$ cat src/rtl/lpcm_elastic_pipe.sv
// Elastic valid/ready register pipeline: DEPTH stages with bubble collapse,
// synchronous flush and a registered occupancy count.

module lpcm_elastic_pipe_stage #(
  parameter int WIDTH = 32
) (
  input  logic             clk,
  input  logic             resetb,
  input  logic             rdy,
  input  logic             upValid,
  input  logic [WIDTH-1:0] upData,
  input  logic             flush,
  output logic             vNext,
  output logic             v,
  output logic [WIDTH-1:0] d
);
  always_comb begin
    vNext = v;
    if (flush)    vNext = 1'b0;
    else if (rdy) vNext = upValid;
  end

  // Data moves only with a real word, so bubbles and flushes leave d intact.
  always_ff @(posedge clk or negedge resetb) begin
    if (!resetb) begin
      v <= 1'b0;
      d <= '0;
    end else begin
      v <= vNext;
      if (rdy && upValid && !flush) d <= upData;
    end
  end
endmodule

module lpcm_elastic_pipe #(
  parameter int WIDTH = 32,
  parameter int DEPTH = 3
) (
  input  logic                         clk,
  input  logic                         resetb,
  input  logic                         in_valid,
  output logic                         in_ready,
  input  logic [WIDTH-1:0]             in_data,
  output logic                         out_valid,
  input  logic                         out_ready,
  output logic [WIDTH-1:0]             out_data,
  input  logic                         flush,
  output logic [$clog2(DEPTH+1)-1:0]   occupancy
);
  localparam int OW = $clog2(DEPTH+1);

  logic [DEPTH-1:0]            v, vNext, r, upValid;
  logic [DEPTH-1:0][WIDTH-1:0] d, upData;
  logic [OW-1:0]               occNext, occ;

  // A stage can take a word if it is empty or its own word moves on.
  always_comb begin
    r = '0;
    r[DEPTH-1] = !v[DEPTH-1] | out_ready;
    for (int k = DEPTH-2; k >= 0; k--) r[k] = !v[k] | r[k+1];
  end

  always_comb begin
    upValid    = '0;
    upData     = '0;
    upValid[0] = in_valid & !flush;
    upData[0]  = in_data;
    for (int k = 1; k < DEPTH; k++) begin
      upValid[k] = v[k-1];
      upData[k]  = d[k-1];
    end
  end

  generate
    for (genvar k = 0; k < DEPTH; k++) begin : gStage
      lpcm_elastic_pipe_stage #(.WIDTH(WIDTH)) uStage (
        .clk     (clk),
        .resetb  (resetb),
        .rdy     (r[k]),
        .upValid (upValid[k]),
        .upData  (upData[k]),
        .flush   (flush),
        .vNext   (vNext[k]),
        .v       (v[k]),
        .d       (d[k])
      );
    end
  endgenerate

  always_comb begin
    occNext = '0;
    for (int k = 0; k < DEPTH; k++) occNext = occNext + OW'(vNext[k]);
  end

  always_ff @(posedge clk or negedge resetb) begin
    if (!resetb) occ <= '0;
    else         occ <= occNext;
  end

  assign in_ready  = r[0] & !flush;
  assign out_valid = v[DEPTH-1];
  assign out_data  = d[DEPTH-1];
  assign occupancy = occ;

  a_occ_matches: assert property (@(posedge clk) disable iff (!resetb)
    occupancy == OW'($countones(v)));
  a_full_stalls: assert property (@(posedge clk) disable iff (!resetb)
    (&v && !out_ready) |-> !in_ready);
endmodule
$ cat config.mk
export PLATFORM = sky130hd
export DESIGN_NAME = lpcm_elastic_pipe
export DESIGN_NICKNAME = d
export VERILOG_FILES = /design/src/rtl/lpcm_elastic_pipe.sv
export SDC_FILE = /design/constraint.sdc
export NUM_CORES = 1
export LEC_CHECK = 0
export ABC_CLOCK_PERIOD_IN_PS = 2550
export CORE_ASPECT_RATIO = 0.7
export CORE_MARGIN = 8
export CORE_UTILIZATION = 56
export CTS_CLUSTER_DIAMETER = 120
export CTS_CLUSTER_SIZE = 28
export DETAILED_ROUTE_END_ITERATION = 10
export PLACE_DENSITY = 0.81
export REMOVE_ABC_BUFFERS = 1
export SLEW_MARGIN = 20
export SYNTH_ARGS = -nofsm -noshare
export SYNTH_HDL_FRONTEND = slang
export SYNTH_SLANG_ARGS = --single-unit
$ cat constraint.sdc
create_clock -name clk -period 2.55 [get_ports clk]
set_input_delay 0.3825 -clock clk [delete_from_list [all_inputs] [get_ports clk]]
set_output_delay 0.3825 -clock clk [all_outputs]
set_load 0.02 [all_outputs]
Yosys cells after proc, flatten, opt, wreduce, memory -nomap -nowiden
Cells that the tools add are included.
{ "totals": {"wordCells": 30, "input_bits": 37, "out_inout_bits": 36, "register_bits": 101} }
{ "op_classes": {"mux": 6, "n_reduce_logical": 10, "bitwise_logic": 5, "n_addsub": 2} }
{ "op_table": {"columns": ["cell", "n"], "rows": [
  ["logical AND 1 bit", 6],
  ["2-to-1 mux 1 bit", 6],
  ["zero test 1 bit", 4],
  ["OR 1 bit", 3],
  ["adder 1 x 1 -> 2 bit", 1],
  ["adder 2 x 1 -> 2 bit", 1],
  ["AND 1 bit", 2]
]} }

Longest topological paths before layout
{ "depth": {"ltp_word": 8, "ltp_mapped": 5, "mapped_depth_nobuf": 4} }

By module
Synthesis repeated with hierarchy kept, for this count alone.
{ "unflattened": {"hier_cells": 222, "area_unflattened_um2": 4207.8} }
{ "modules_own_cells": {"columns": ["mod", "area_per_inst_um2", "seq_area_each_um2", "n_inst", "cells_per_inst"], "rows": [
  ["lpcm_elastic_pipe_stage", 1366.3, 825.8, 3, 71],
  ["lpcm_elastic_pipe", 108.9, 50.0, 1, 9]
]} }

Worst setup path before layout
No wires, ideal clock.
{ "synth_timing": {"kind": "reg2reg", "start": "register gStage[2].uStage.v", "end": "register gStage[2].uStage.d[0]", "path_stages_with_launch": 6, "arrival_time_ps": 1527, "n_path_buf": 2, "period_less_slack_ps": 1653, "setup_time_ps": 125, "path_slack_ps": 897, "required_ps": 2425, "cell_sequence": "dfrtp_1 nor2b_4 or3b_1 buf_6 buf_12 mux2_4"} }
{ "synth_between": {"elab_chain_cells": 4} }
{ "synth_lines": {"columns": ["element", "line", "rtl"], "rows": [
  ["start: declaration", "14", "output logic v,"],
  ["start signal: assignment", "29", "v <= vNext;"],
  ["zero test 1 bit", "59", "r[DEPTH-1] = !v[DEPTH-1] | out_ready;"],
  ["OR 1 bit", "59", null],
  ["logical AND 1 bit (2 in a row)", "30", "if (rdy && upValid && !flush) d <= upData;"],
  ["end signal: assignment", "30", null],
  ["end: declaration", "15", "output logic [WIDTH-1:0] d"]
]} }
No other way between the ends.
A chain may end at the register's enable or synchronous reset.

Worst setup path in the final report
{ "layout_timing": {"start": "input port out_ready", "end": "output port in_ready"} }
{ "layout_between": {"elab_chain_cells": 4} }
{ "layout_lines": {"columns": ["element", "line", "rtl"], "rows": [
  ["start: declaration", "45", "input logic out_ready,"],
  ["OR 1 bit", "59", null],
  ["OR 1 bit (2 in a row)", "60", "for (int k = DEPTH-2; k >= 0; k--) r[k] = !v[k] | r[k+1];"],
  ["AND 1 bit", "100", "assign in_ready = r[0] & !flush;"],
  ["end: declaration", "42", "output logic in_ready,"]
]} }
No other way between the ends.

==> flow_summary.ini <==
[outcome]
status = finished clean

[synthesis]
syn_inst = 253
avgSynthCellArea_um2 = 16.5
ys_warn_count = 0
netlist_area_um2 = 4180
yosysSeqAreaShare_pct = 60.4
synth_cell_types = 16
synth-seq-cells = 101

[sta]
period_share_pct = 83.3
maxSlewViolCount = 0
slew_headroom_pct = 44.2
final_hold_viol_count = 0
fmax_mhz = 471
setup_viol = 0
setup_tns_ns = 0
period_needed_ns = 2.13
worst_pin_slew_ns = 0.837
final.setup_skew_ns = 0.00850
fin_hold_ws_ns = 0.378
rsz0062_at_grt = false

[final_layout]
layout-drive-gt1-share_pct = 39.3
multi_input_area_um2 = 1290
postLayoutCoreUtil_pct = 67.4
layout_common_cells = 101 x dfrtp_1, 71 x clkdlybuf4s50_1, 66 x mux2_2
final_common_cell = dfrtp_1
fillers = 520
syn2layout_area_growth_pct = 16.8
num-nets-final = 336
stdcell_area_um2 = 4890
seq_area_um2 = 2530
diodes = 0

[pwr]
power.net_switching_uw = 1310
report.power.total_uw = 4580
pwr-share-comb_pct = 30.6
sw_frac_of_total_pct = 28.5
p_int_uw = 3280
peakVddDrop_mv = 0.495
power_frac_seq_pct = 49.7
cellPowerDensity_nw_per_um2 = 938
p_leak_uw = 0.00220
clkPwrFrac_pct = 19.7

[cts]
cts_tree = yes
cts.clk_slew.worst_paths_ns = 0.09
cts_sinks = 101
clock_latency_ns = 0.34
clockRootBuffer = clkbuf_8
cts_buffer_depth = 2
h-tree-depth = 3
numCtsBuffers = 9
holdBufCountCts = 1
cts_resized = 0
post_cts_buffers = 0

[global_routing]
grt_remaining_overflow = 0
grt_max_degree = 52
grt_usage_pct = 13.5
antenna_found_initial = 0
grt_pass1_vias = 2214
grt_pass1_wl_mm = 11.2

[route]
wl_per_cell_um = 16.8
dr.pass1.iters = 4
first_iter_violations = 73
wl_mm = 6.74
ant_nets = 0
drc = 0
vias = 2018
vias_per_cell = 5.03

[place]
place.gp.congestion = 0.662
dpl_cell_area_um2 = 4700
port_buffers = 72
dp_hpwl_mm = 4.47

[critical_path]
crit_fanout = 7
cp-end-kind = output pin
cp.arrival_ns = 1.74
crit_family = buffers and inverters
criticalPathCategory = primary input to output pin
critical_path_buf_inv_count = 2
startpoint_type = primary input
cp_slowest_cell = clkdlybuf4s50_1
worstPathCellList = clkdlybuf4s50_1, nor2b_4, a31oi_1, clkdlybuf4s50_1
cpPeakStageDelay_ns = 0.63
crit_top_cell = clkdlybuf4s50_1
cp.required_ns = 2.17

[worst_hold_path]
hp-class = primary input to async pin

[die]
die_y_um = 88.3
dieArea_um2 = 10500
rows = 26
start_util_pct = 57.7
coreArea_um2 = 7250
io-pin-count = 73
die_w_um = 119

[flow_run]
drv_cap = 0
[kinds of logic (layout without fill, tap and decap cells)]
logic type	Yosys count	count (layout)	share of synthesized area, %
AO/OA/AOI/OAI	5	5	0.897
AND/OR/NAND/NOR	6	6	0.897
adder cells (fa/ha/maj)	1	1	0.478
buffers and inverters	44	94	8.79
multiplexers	96	96	28.5
flip-flops	101	101	60.4
[worst paths after layout]
path / slack (ns) / endpoint / cells past startpoint / from
max: 0.42 / in_ready / 4 / out_ready
min: 0.38 / gStage[2].uStage.v / 2 / resetb
min in group clk: 0.50 / gStage[2].uStage.d[13] / 1 / gStage[1].uStage.d[13]
min reg2reg: 0.50 / gStage[2].uStage.d[13] / 1 / gStage[1].uStage.d[13]
max in group asynchronous: 1.37 / gStage[0].uStage.d[25] / 3 / resetb
max reg2reg: 0.68 / gStage[0].uStage.d[11] / 3 / gStage[2].uStage.v
[per-stage QoR]
stage / setup slack (ns) / cells
floorplan: 0.201 / 211
global placement: 0.246 / 384
detailed placement: 0.160 / 384
CTS: 0.413 / 401
global route: 0.347 / 401
finish: 0.425 / 401
[state kept, by name, indices dropped and copies added (netlist names)]
| signal | count |
|---|---|
| gStage.uStage.v | 3 |
| gStage.uStage.d | 96 |
| occupancy | 2 |
[cell usage after synthesis]
cell     number  area (um^2)
nor2_1        4         15.0
nor2b_4       1         13.8
buf_6         4         45.0
buf_12        3         60.1
mux2_4       30          450
a311o_1       1         10.0
fa_1          1         20.0
buf_4        32          240
inv_1         2         7.51
buf_2         3         15.0
a211o_2       1         10.0
dfrtp_1     101         2530
a21oi_1       1         5.00
mux2_2       66          743
a31oi_1       2         12.5
or3b_1        1         8.76
[layout make-up]
cell class	instances	area share, %
clock buffer	11	2.89
clock inverter	5	0.742
inverter	2	0.154
multi-input combinational	108	26.4
sequential	101	51.7
tap	98	2.51
timing repair buffer	76	15.6
[per-layer routing]
metal	vias up	share of wire, %	track usage [%]
met2	66	45	20.1
li1	930	-	-
met3	4	7.5	6.44
met4	0	0.39	3.05
met5	-	0	0
met1	1018	47	17.7
[worst register-to-register path, cell delays in order (launching register included)]
cell and delay, ns:
dfrtp_1 0.35, nor2b_4 0.21, a311o_2 0.76, mux2_2 0.44
[power groups by stage]
| stage | logic, uW | clock network, uW | registers [uW] |
|---|---|---|---|
| 2_1_floorplan | 534 | 0 | 2520 |
| 4_1_cts | 1430 | 942 | 2280 |
| 5_1_grt | 1500 | 1010 | 2330 |
| 3_3_place_gp | 1390 | 0 | 2290 |
| 6_report | 1400 | 903 | 2280 |
| 3_5_place_dp | 1420 | 0 | 2310 |
(Power assumes the default switching activity.)
